`config.mk`:
```
export PLATFORM = sky130hd
export DESIGN_NAME = axi_refill_master_flat
export DESIGN_NICKNAME = d
export VERILOG_FILES = /design/src/rtl/axi_refill_if.sv /design/src/rtl/axi_refill_master.sv /design/src/flat_wrapper.sv
export SDC_FILE = /design/constraint.sdc
export NUM_CORES = 1
export LEC_CHECK = 0
export ABC_AREA = 1
export ABC_CLOCK_PERIOD_IN_PS = 2000
export BUFFER_PORTS_ARGS = -buffer_cell sky130_fd_sc_hd__clkbuf_2
export CAP_MARGIN = 15
export CORE_MARGIN = 8
export CORE_UTILIZATION = 48
export CTS_CLUSTER_DIAMETER = 150
export DETAILED_ROUTE_END_ITERATION = 8
export GPL_TIMING_DRIVEN = 0
export PLACE_DENSITY = 0.85
export SLEW_MARGIN = 20
export SYNTH_ARGS = -nofsm -noshare
export SYNTH_HDL_FRONTEND = slang
export SYNTH_SLANG_ARGS = --single-unit
```
`constraint.sdc`:
```
create_clock -name M_AXI_ACLK -period 2 [get_ports M_AXI_ACLK]
set_input_delay 0.1 -clock M_AXI_ACLK [delete_from_list [all_inputs] [get_ports M_AXI_ACLK]]
set_output_delay 0.1 -clock M_AXI_ACLK [all_outputs]
set_load 0.02 [all_outputs]
```
`src/rtl/axi_refill_if.sv`:
```
// AXI4 read-address / read-data channel bundle between the I-cache refill
// master and the interconnect.
interface axi_refill_if #(
    parameter int C_M_AXI_ID_WIDTH   = 4,
    parameter int C_M_AXI_DATA_WIDTH = 64,
    parameter int C_M_AXI_ADDR_WIDTH = 32
);
    logic                          M_AXI_ARVALID;
    logic                          M_AXI_ARREADY;
    logic [C_M_AXI_ID_WIDTH-1:0]   M_AXI_ARID;
    logic [C_M_AXI_ADDR_WIDTH-1:0] M_AXI_ARADDR;
    logic [7:0]                    M_AXI_ARLEN;
    logic [2:0]                    M_AXI_ARSIZE;
    logic [1:0]                    M_AXI_ARBURST;
    logic                          M_AXI_RVALID;
    logic                          M_AXI_RREADY;
    logic [C_M_AXI_ID_WIDTH-1:0]   M_AXI_RID;
    logic [C_M_AXI_DATA_WIDTH-1:0] M_AXI_RDATA;
    logic [1:0]                    M_AXI_RRESP;
    logic                          M_AXI_RLAST;

    modport master (
        output M_AXI_ARVALID, M_AXI_ARID, M_AXI_ARADDR, M_AXI_ARLEN,
               M_AXI_ARSIZE, M_AXI_ARBURST, M_AXI_RREADY,
        input  M_AXI_ARREADY, M_AXI_RVALID, M_AXI_RID, M_AXI_RDATA,
               M_AXI_RRESP, M_AXI_RLAST
    );

    modport slave (
        input  M_AXI_ARVALID, M_AXI_ARID, M_AXI_ARADDR, M_AXI_ARLEN,
               M_AXI_ARSIZE, M_AXI_ARBURST, M_AXI_RREADY,
        output M_AXI_ARREADY, M_AXI_RVALID, M_AXI_RID, M_AXI_RDATA,
               M_AXI_RRESP, M_AXI_RLAST
    );
endinterface

```
`src/rtl/axi_refill_master.sv`:
```
// I-cache line refill master: one INCR read burst per miss, beats streamed
// back to the cache with a completion/error pulse at the end.
module axi_refill_master #(
    parameter int C_M_AXI_ID_WIDTH   = 4,
    parameter int C_M_AXI_DATA_WIDTH = 64,
    parameter int C_M_AXI_ADDR_WIDTH = 32,
    parameter int LINE_BEATS         = 4,
    parameter int AXI_ID             = 0
) (
    input  logic                          M_AXI_ACLK,
    input  logic                          M_AXI_ARESETN,
    input  logic                          req_valid,
    output logic                          req_ready,
    input  logic [C_M_AXI_ADDR_WIDTH-1:0] req_addr,
    input  logic                          flush,
    output logic                          rd_valid,
    output logic [C_M_AXI_DATA_WIDTH-1:0] rd_data,
    output logic                          rd_last,
    output logic                          done,
    output logic                          done_err,
    axi_refill_if.master                  m_axi
);
    localparam int CNT_W = (LINE_BEATS > 1) ? $clog2(LINE_BEATS) : 1;
    localparam int OFF_W = $clog2(LINE_BEATS * C_M_AXI_DATA_WIDTH / 8);
    localparam logic [CNT_W-1:0] LAST_CNT = CNT_W'(LINE_BEATS - 1);
    localparam logic [C_M_AXI_ID_WIDTH-1:0] ID_VAL = C_M_AXI_ID_WIDTH'(AXI_ID);
    localparam logic [C_M_AXI_ADDR_WIDTH-1:0] OFF_MASK =
        C_M_AXI_ADDR_WIDTH'((64'd1 << OFF_W) - 64'd1);

    typedef enum logic [1:0] {IDLE, ADDR, DATA, DRAIN} state_t;

    state_t                          state_reg, state_next;
    logic                            arvalid_reg, arvalid_next;
    logic [C_M_AXI_ADDR_WIDTH-1:0]   araddr_reg, araddr_next;
    logic                            rready_reg, rready_next;
    logic                            rd_valid_reg, rd_valid_next;
    logic                            rd_last_reg, rd_last_next;
    logic [C_M_AXI_DATA_WIDTH-1:0]   rd_data_reg, rd_data_next;
    logic                            done_reg, done_next;
    logic                            done_err_reg, done_err_next;
    logic [CNT_W-1:0]                cnt_reg, cnt_next;
    logic                            err_reg, err_next;
    logic                            flush_seen_reg, flush_seen_next;
    logic                            r_hs;
    logic                            beat_err;

    assign r_hs     = m_axi.M_AXI_RVALID && rready_reg;
    assign beat_err = (m_axi.M_AXI_RRESP != 2'b00) ||
                      (m_axi.M_AXI_RID != ID_VAL) ||
                      (m_axi.M_AXI_RLAST != (cnt_reg == LAST_CNT));

    always_ff @(posedge M_AXI_ACLK or negedge M_AXI_ARESETN) begin
        if (!M_AXI_ARESETN) begin
            state_reg      <= IDLE;
            arvalid_reg    <= 1'b0;
            araddr_reg     <= '0;
            rready_reg     <= 1'b0;
            rd_valid_reg   <= 1'b0;
            rd_last_reg    <= 1'b0;
            rd_data_reg    <= '0;
            done_reg       <= 1'b0;
            done_err_reg   <= 1'b0;
            cnt_reg        <= '0;
            err_reg        <= 1'b0;
            flush_seen_reg <= 1'b0;
        end else begin
            state_reg      <= state_next;
            arvalid_reg    <= arvalid_next;
            araddr_reg     <= araddr_next;
            rready_reg     <= rready_next;
            rd_valid_reg   <= rd_valid_next;
            rd_last_reg    <= rd_last_next;
            rd_data_reg    <= rd_data_next;
            done_reg       <= done_next;
            done_err_reg   <= done_err_next;
            cnt_reg        <= cnt_next;
            err_reg        <= err_next;
            flush_seen_reg <= flush_seen_next;
        end
    end

    always_comb begin
        state_next      = state_reg;
        arvalid_next    = arvalid_reg;
        araddr_next     = araddr_reg;
        rready_next     = rready_reg;
        rd_valid_next   = 1'b0;
        rd_last_next    = 1'b0;
        rd_data_next    = rd_data_reg;
        done_next       = 1'b0;
        done_err_next   = 1'b0;
        cnt_next        = cnt_reg;
        err_next        = err_reg;
        flush_seen_next = flush_seen_reg;

        case (state_reg)
            IDLE: begin
                if (req_valid && !flush) begin
                    araddr_next     = req_addr & ~OFF_MASK;
                    arvalid_next    = 1'b1;
                    cnt_next        = '0;
                    err_next        = 1'b0;
                    flush_seen_next = 1'b0;
                    state_next      = ADDR;
                end
            end
            ADDR: begin
                // A flush cannot cancel an address already offered; remember it.
                if (flush) begin
                    flush_seen_next = 1'b1;
                end
                if (m_axi.M_AXI_ARREADY) begin
                    arvalid_next = 1'b0;
                    rready_next  = 1'b1;
                    state_next   = (flush || flush_seen_reg) ? DRAIN : DATA;
                end
            end
            DATA: begin
                if (flush) begin
                    // The beat taken alongside a flush is dropped; if it closed the burst there is nothing to drain.
                    state_next = DRAIN;
                    if (r_hs && m_axi.M_AXI_RLAST) begin
                        state_next  = IDLE;
                        rready_next = 1'b0;
                    end
                end else if (r_hs) begin
                    rd_valid_next = 1'b1;
                    rd_data_next  = m_axi.M_AXI_RDATA;
                    err_next      = err_reg | beat_err;
                    if (m_axi.M_AXI_RLAST) begin
                        rd_last_next  = 1'b1;
                        done_next     = 1'b1;
                        done_err_next = err_reg | beat_err;
                        cnt_next      = '0;
                        rready_next   = 1'b0;
                        state_next    = IDLE;
                    end else if (cnt_reg == LAST_CNT) begin
                        rd_last_next  = 1'b1;
                        done_next     = 1'b1;
                        done_err_next = 1'b1;
                        cnt_next      = '0;
                        state_next    = DRAIN;
                    end else begin
                        cnt_next = cnt_reg + CNT_W'(1);
                    end
                end
            end
            DRAIN: begin
                if (r_hs && m_axi.M_AXI_RLAST) begin
                    rready_next = 1'b0;
                    state_next  = IDLE;
                end
            end
            default: state_next = IDLE;
        endcase
    end

    assign req_ready = (state_reg == IDLE) && !flush;
    assign rd_valid  = rd_valid_reg;
    assign rd_data   = rd_data_reg;
    assign rd_last   = rd_last_reg;
    assign done      = done_reg;
    assign done_err  = done_err_reg;

    assign m_axi.M_AXI_ARVALID = arvalid_reg;
    assign m_axi.M_AXI_ARADDR  = araddr_reg;
    assign m_axi.M_AXI_ARID    = ID_VAL;
    assign m_axi.M_AXI_ARLEN   = 8'(LINE_BEATS - 1);
    assign m_axi.M_AXI_ARSIZE  = 3'($clog2(C_M_AXI_DATA_WIDTH / 8));
    assign m_axi.M_AXI_ARBURST = 2'b01;
    assign m_axi.M_AXI_RREADY  = rready_reg;
endmodule

```
`src/flat_wrapper.sv`:
```
// flat-port wrapper written by rule: the top's interface ports become plain ports
module axi_refill_master_flat 
#(
    parameter int C_M_AXI_ID_WIDTH   = 4,
    parameter int C_M_AXI_DATA_WIDTH = 64,
    parameter int C_M_AXI_ADDR_WIDTH = 32,
    parameter int LINE_BEATS         = 4,
    parameter int AXI_ID             = 0
)
  (M_AXI_ACLK, M_AXI_ARESETN, req_valid, req_ready, req_addr, flush, rd_valid, rd_data, rd_last, done, done_err, m_axi_M_AXI_ARVALID, m_axi_M_AXI_ARID, m_axi_M_AXI_ARADDR, m_axi_M_AXI_ARLEN, m_axi_M_AXI_ARSIZE, m_axi_M_AXI_ARBURST, m_axi_M_AXI_RREADY, m_axi_M_AXI_ARREADY, m_axi_M_AXI_RVALID, m_axi_M_AXI_RID, m_axi_M_AXI_RDATA, m_axi_M_AXI_RRESP, m_axi_M_AXI_RLAST);
  axi_refill_if #(.C_M_AXI_ID_WIDTH(C_M_AXI_ID_WIDTH), .C_M_AXI_DATA_WIDTH(C_M_AXI_DATA_WIDTH), .C_M_AXI_ADDR_WIDTH(C_M_AXI_ADDR_WIDTH)) m_axi_i ();
  input  logic M_AXI_ACLK;
  input  logic M_AXI_ARESETN;
  input  logic req_valid;
  output logic req_ready;
  input  logic [C_M_AXI_ADDR_WIDTH-1:0] req_addr;
  input  logic flush;
  output logic rd_valid;
  output logic [C_M_AXI_DATA_WIDTH-1:0] rd_data;
  output logic rd_last;
  output logic done;
  output logic done_err;
  output wire logic [$bits(m_axi_i.M_AXI_ARVALID)-1:0] m_axi_M_AXI_ARVALID;
  output wire logic [$bits(m_axi_i.M_AXI_ARID)-1:0] m_axi_M_AXI_ARID;
  output wire logic [$bits(m_axi_i.M_AXI_ARADDR)-1:0] m_axi_M_AXI_ARADDR;
  output wire logic [$bits(m_axi_i.M_AXI_ARLEN)-1:0] m_axi_M_AXI_ARLEN;
  output wire logic [$bits(m_axi_i.M_AXI_ARSIZE)-1:0] m_axi_M_AXI_ARSIZE;
  output wire logic [$bits(m_axi_i.M_AXI_ARBURST)-1:0] m_axi_M_AXI_ARBURST;
  output wire logic [$bits(m_axi_i.M_AXI_RREADY)-1:0] m_axi_M_AXI_RREADY;
  input wire logic [$bits(m_axi_i.M_AXI_ARREADY)-1:0] m_axi_M_AXI_ARREADY;
  input wire logic [$bits(m_axi_i.M_AXI_RVALID)-1:0] m_axi_M_AXI_RVALID;
  input wire logic [$bits(m_axi_i.M_AXI_RID)-1:0] m_axi_M_AXI_RID;
  input wire logic [$bits(m_axi_i.M_AXI_RDATA)-1:0] m_axi_M_AXI_RDATA;
  input wire logic [$bits(m_axi_i.M_AXI_RRESP)-1:0] m_axi_M_AXI_RRESP;
  input wire logic [$bits(m_axi_i.M_AXI_RLAST)-1:0] m_axi_M_AXI_RLAST;
  assign m_axi_M_AXI_ARVALID = m_axi_i.M_AXI_ARVALID;
  assign m_axi_M_AXI_ARID = m_axi_i.M_AXI_ARID;
  assign m_axi_M_AXI_ARADDR = m_axi_i.M_AXI_ARADDR;
  assign m_axi_M_AXI_ARLEN = m_axi_i.M_AXI_ARLEN;
  assign m_axi_M_AXI_ARSIZE = m_axi_i.M_AXI_ARSIZE;
  assign m_axi_M_AXI_ARBURST = m_axi_i.M_AXI_ARBURST;
  assign m_axi_M_AXI_RREADY = m_axi_i.M_AXI_RREADY;
  assign m_axi_i.M_AXI_ARREADY = m_axi_M_AXI_ARREADY;
  assign m_axi_i.M_AXI_RVALID = m_axi_M_AXI_RVALID;
  assign m_axi_i.M_AXI_RID = m_axi_M_AXI_RID;
  assign m_axi_i.M_AXI_RDATA = m_axi_M_AXI_RDATA;
  assign m_axi_i.M_AXI_RRESP = m_axi_M_AXI_RRESP;
  assign m_axi_i.M_AXI_RLAST = m_axi_M_AXI_RLAST;
  axi_refill_master #(.C_M_AXI_ID_WIDTH(C_M_AXI_ID_WIDTH), .C_M_AXI_DATA_WIDTH(C_M_AXI_DATA_WIDTH), .C_M_AXI_ADDR_WIDTH(C_M_AXI_ADDR_WIDTH), .LINE_BEATS(LINE_BEATS), .AXI_ID(AXI_ID)) u_core (.M_AXI_ACLK(M_AXI_ACLK), .M_AXI_ARESETN(M_AXI_ARESETN), .req_valid(req_valid), .req_ready(req_ready), .req_addr(req_addr), .flush(flush), .rd_valid(rd_valid), .rd_data(rd_data), .rd_last(rd_last), .done(done), .done_err(done_err), .m_axi(m_axi_i));
endmodule
```
; After elaboration in Yosys (flattened, before gate mapping)
; Cells that the tools add are included.
[word_totals]
register_bits = 102
inputBits = 109
output_inout_bits = 120
wordCells = 92
[op_classes]
n_addsub = 1
n_eq_ne = 14
n_mux = 43
bitwise = 2
reduce_logical = 21
[op_table]
columns = operator, n
row1 = two-way mux 2 bit, 13
row2 = two-way mux 1 bit, 24
row3 = AND reduction 3 bit, 3
row4 = one-hot mux 2 bit (4 select lines), 1
row5 = AND reduction 4 bit, 2
row6 = equality test 2 bit (second input constant), 3
row7 = inequality test 2 x 1 -> 1 bit (second input constant), 3
row8 = inequality test 2 bit (second input constant), 3
row9 = one-hot mux 1 bit (2 select lines), 3
row10 = nonzero test 2 bit, 3
row11 = AND reduction 5 bit, 1
row12 = logical AND 1 bit, 4
row13 = inequality test 4 x 3 -> 1 bit (second input constant), 1
row14 = one-hot mux 2 bit (2 select lines), 1
row15 = nonzero test 4 bit, 1
row16 = logical OR 1 bit, 3
row17 = inequality test 3 x 2 -> 1 bit (second input constant), 1
row18 = inequality test 3 bit (second input constant), 1
row19 = one-hot mux 1 bit (3 select lines), 1
row20 = nonzero test 3 bit, 1
row21 = adder 2 x 1 -> 2 bit (second input constant), 1
row22 = equality test 2 x 1 -> 1 bit (second input constant), 1
row23 = logical NOT 2 bit, 1
row24 = AND reduction 2 bit, 1
row25 = other kinds (4), 4

; Longest topological paths before layout
[logic_depth]
word_depth = 8
depth_mapped = 9
ltp_nobuf = 8

; Least setup slack after synthesis
; No wires, ideal clock.
[synth_timing]
path_kind = flip-flop to flip-flop
startpoint = register u_core.cnt_reg[0]
endpoint = register u_core.done_err_reg (netlist: u_core.done_err)
setup_time_ns = 0.123
arrival_ns = 1.193
required_ns = 1.877
path_slack_ns = 0.684
stages_incl_launch_ff = 8
path_buffers = 0
synth_period_minus_slack_ns = 1.316
cell_sequence = dfrtp_1 > ha_1 > inv_1 > ha_1 > nor2_1 > nand4_1 > o21ai_0 > nor2_1
[synth_via]
elab_chain_cells = 8
word_cells_on_any_way = 9
cone_classes = eq/ne: 2 / mux: 5 / bitwise: 1 / reduce/logical: 1
[synth_rtl]
columns = element, line_no
row1 = from (decl), axi_refill_master.sv:41  ; logic [CNT_W-1:0] cnt_reg, cnt_next;
row2 = from (signal assigned), axi_refill_master.sv:76  ; cnt_reg <= cnt_next;
row3 = equality test 2 bit (*), "axi_refill_master.sv:50, axi_refill_master.sv:137"
row4 = inequality test 1 bit, axi_refill_master.sv:50  ; (m_axi.M_AXI_RLAST != (cnt_reg == LAST_CNT));
row5 = logical OR 1 bit, axi_refill_master.sv:49  ; (m_axi.M_AXI_RID != ID_VAL) ||
row6 = OR 1 bit, axi_refill_master.sv:133  ; done_err_next = err_reg | beat_err;
row7 = two-way mux 1 bit (*), axi_refill_master.sv:130  ; if (m_axi.M_AXI_RLAST) begin
row8 = two-way mux 1 bit (*), axi_refill_master.sv:126  ; end else if (r_hs) begin
row9 = two-way mux 1 bit (*), axi_refill_master.sv:119  ; if (flush) begin
row10 = two-way mux 1 bit (*), axi_refill_master.sv:96  ; case (state_reg)
row11 = via u_core.done_err_next, axi_refill_master.sv:40  ; logic done_err_reg, done_err_next;
row12 = to (signal assigned), axi_refill_master.sv:75  ; done_err_reg <= done_err_next;
row13 = to (decl), axi_refill_master.sv:40
; The timed path passes the listed nets; every way through them passes the cells marked *.
; A chain may end at the register's enable or synchronous reset.

; Worst setup path in the final report
; Ends and elaborated chain as after synthesis.

==> summary.md <==
| Metric | Value |
|---|---|
| I/O pin cnt | 229 |
| Worst-skew pair later-pin latency | 350 ps |
| Clk slew on worst S/H paths | 100 ps |
| CTS resizes | 0 |
| Largest family of logic cells by synthesized area | simple AND/OR/NAND/NOR gates |
| Synth Area in Compound Gates | 1.47% |
| Routability congestion estimate | 0.878 |
| Post-synthesis simple-gate area fraction | 29.5% |
| Crit path DAT | 1760 ps |
| Die height | 110 um |
| Global-route usage over all layers | 24.7% |
| DR vias/cell | 4.85 |
| Initial core utilization | 49.0% |
| Port bufs | 201 |
| TritonCTS clock tree | done |
| H-tree depth | 3 |
| Synthesized area per cell | 8.59 um2 |
| Hold_sp | m_axi_M_AXI_ARREADY |
| Clock Skews | 13.4 ps |
| Area occupied by multi-input gates | 1420 um2 |
| Die X | 110 um |
| Status | complete, no violations |
| CTS Buf Count | 9 |
| Seq cells post-synth | 102 |
| Post-route minimum period | 1530 ps |
| Total gr overflow | 0 |
| First drt pass iteration count | 5 |
| Clock buffer depth | 2 |
| CTS Hold Bufs | 92 |
| Final Hold Fails | 0 |
| Total setup buffers inserted after CTS | 0 |
| CP Data Required Time | 2230 ps |
| Synth-to-Final Area Change | 56.4% |
| Total power | 9.26 mW |
| Tcrit/Tclk final | 76.7% |
| Die Area | 12100 um2 |
| Mapped Area | 4250 um2 |
| RSZ-0062 raised after global routing | false |
| Root buf cell | clkbuf_8 |
| Startpoint Class | flip-flop |
| Worst setup EP type | flip-flop |
| Pin count of the biggest net entering global routing | 71 |
| Max reg flops | 64 |
| Hold WC Path Type | input pin to flip-flop |
| Synth Area in XOR/XNOR | 0% |
| Total negative setup slack | 0 ps |
| Synth area leaders | dfrtp_1 60%, nand2_1 26%, buf_4 4.6% |
| Post-synthesis mux area share | 0% |
| Antenna violations before repair | 0 |
| CP Class | flip-flop to flip-flop |
| Wire per inst | 16.2 um |
| Vias in the first global route | 4785 |
| Num Clock Sinks | 102 |
| Final nets | 931 |
| Yosys Warn Count | 0 |
| Post-DP HPWL | 9440 um |
| WL final | 15200 um |
| Worst setup startpoint | u_core.cnt_reg[0] |
| Reg2reg start | u_core.cnt_reg[0] |
| Post-synth top area share | 60.0% |
| Adder-cell share of the synthesized area | 0.588% |
| Final antenna-violating net count | 0 |
| Share of cells above drive strength 1 | 31.9% |
| Cells after synthesis | 495 |
| Pwr/cell area | 1390 nW/um2 |
| Yosys top cell by area | dfrtp_1 |
| Fmax | 0.652 GHz |
| Via Count | 4534 |
| Core ar. | 8680 um2 |
| First-pass GRT wire length | 23500 um |
| Fillers | 545 |
| Storage cell area | 2550 um2 |
| # rows | 34 |
| Leak Pwr | 3.90 nW |
| DRC Markers | 0 |
| Max Cap Viol | 0 |
| Crit Path Max Fanout | 2 |
| Drt initial violations | 278 |
| Pins Over Slew Limit | 0 |
| Final Setup Violations | 0 |
| Distinct cells, synth | 22 |
| Peak VDD IR | 901 uV |
| Register area share after synthesis | 60.0% |
==> worst max-delay path, stage by stage (launching register included) <==
cell,delay [ps]
dfrtp_1,390
ha_1,220
inv_1,60
ha_1,220
nor2_1,160
nand4_1,150
o21ai_0,170
nor2_1,60
==> stage by stage <==
stage	area (um2)	utilization (%)	hold WS [ps]	instances	worst slack, ps
after global routing	6650	76.6	75.4	932	369
final	6650	76.7	44.7	934	467
after floorplan	4330	-	-196	515	684
after CTS	6650	76.6	28.4	932	485
after global placement	5470	63.0	294	824	-447
after detailed placement	5510	63.5	23.2	825	497
==> power by group <==
group          total, mW  leakage [nW]  internal, mW  switching, mW
clock network       1.43         0.115         0.764          0.667
logic               4.17          2.49          1.42           2.75
registers           3.66          1.29          3.03          0.632
total               9.26          3.90          5.21           4.05
==> cells in the final DEF, fill, tap and decap left out <==
cell	netlist	layout
o21bai_1	2	2
buf_16	0	1
nor2_4	1	1
buf_2	6	6
clkinv_2	0	2
buf_6	6	6
dfrtp_1	102	102
nand3_2	1	1
nor2_1	14	14
a21oi_1	2	2
clkbuf_2	0	200
nand2_1	294	294
inv_2	4	4
bufinv_16	0	2
nand2_2	2	2
nand3_1	7	7
clkbuf_1	5	5
nor3_1	2	2
buf_4	26	26
and2_1	1	1
nand4_1	2	2
o21ai_0	6	6
conb_1	2	22
o211ai_1	1	1
ha_1	2	2
inv_1	7	7
clkbuf_8	0	12
dlygate4sd3_1	0	92
diode_2	0	2
==> Yosys cell counts <==
library cell,instances
o21ai_0,6
nand2_2,2
ha_1,2
nand4_1,2
nand2_1,294
conb_1,2
nor2_1,14
nand3_2,1
dfrtp_1,102
clkbuf_1,5
o211ai_1,1
inv_2,4
buf_2,6
a21oi_1,2
nor3_1,2
buf_6,6
inv_1,7
and2_1,1
buf_4,26
o21bai_1,2
nor2_4,1
nand3_1,7
==> logic make-up (layout without fill, tap and decap cells) <==
group,count (synthesis),in the layout
adders and majority gates,2,2
buffers and inverters,54,363
DFF,102,102
and+or+nand+nor,324,324
other,2,24
AOI/OAI and AO/OA,11,11
==> final timing paths <==
check,endpoint,slack (ps),depth (start not counted)
worst min-delay path,u_core.m_axi.M_AXI_ARVALID,40,4
worst min register to register,u_core.rd_data[35],490,2
min in group asynchronous,u_core.m_axi.M_AXI_ARADDR[12],210,2
max in group asynchronous,u_core.rd_data[34],1140,3
worst max-delay path,u_core.done_err,470,7
worst max register to register,u_core.done_err,470,7
==> layer usage <==
layer	share of wire (%)	GRT usage, %	up-vias
li1	-	-	2101
met1	36	27.9	2118
met2	49	41.4	274
met3	12	8.60	41
met4	3.0	11.0	0
met5	0	0	-
==> cell type report <==
| cell class | count | share of cell area [%] |
|---|---|---|
| clock buffer | 11 | 2.28 |
| tap | 108 | 2.03 |
| inverter | 11 | 0.621 |
| sequential | 102 | 38.4 |
| buffer | 43 | 4.68 |
| multi-input combinational | 359 | 21.4 |
| clock inverter | 4 | 1.05 |
| timing repair buffer | 294 | 29.5 |
| antenna | 2 | 0.0752 |
Note: power is estimated with default switching activity, not from simulation.
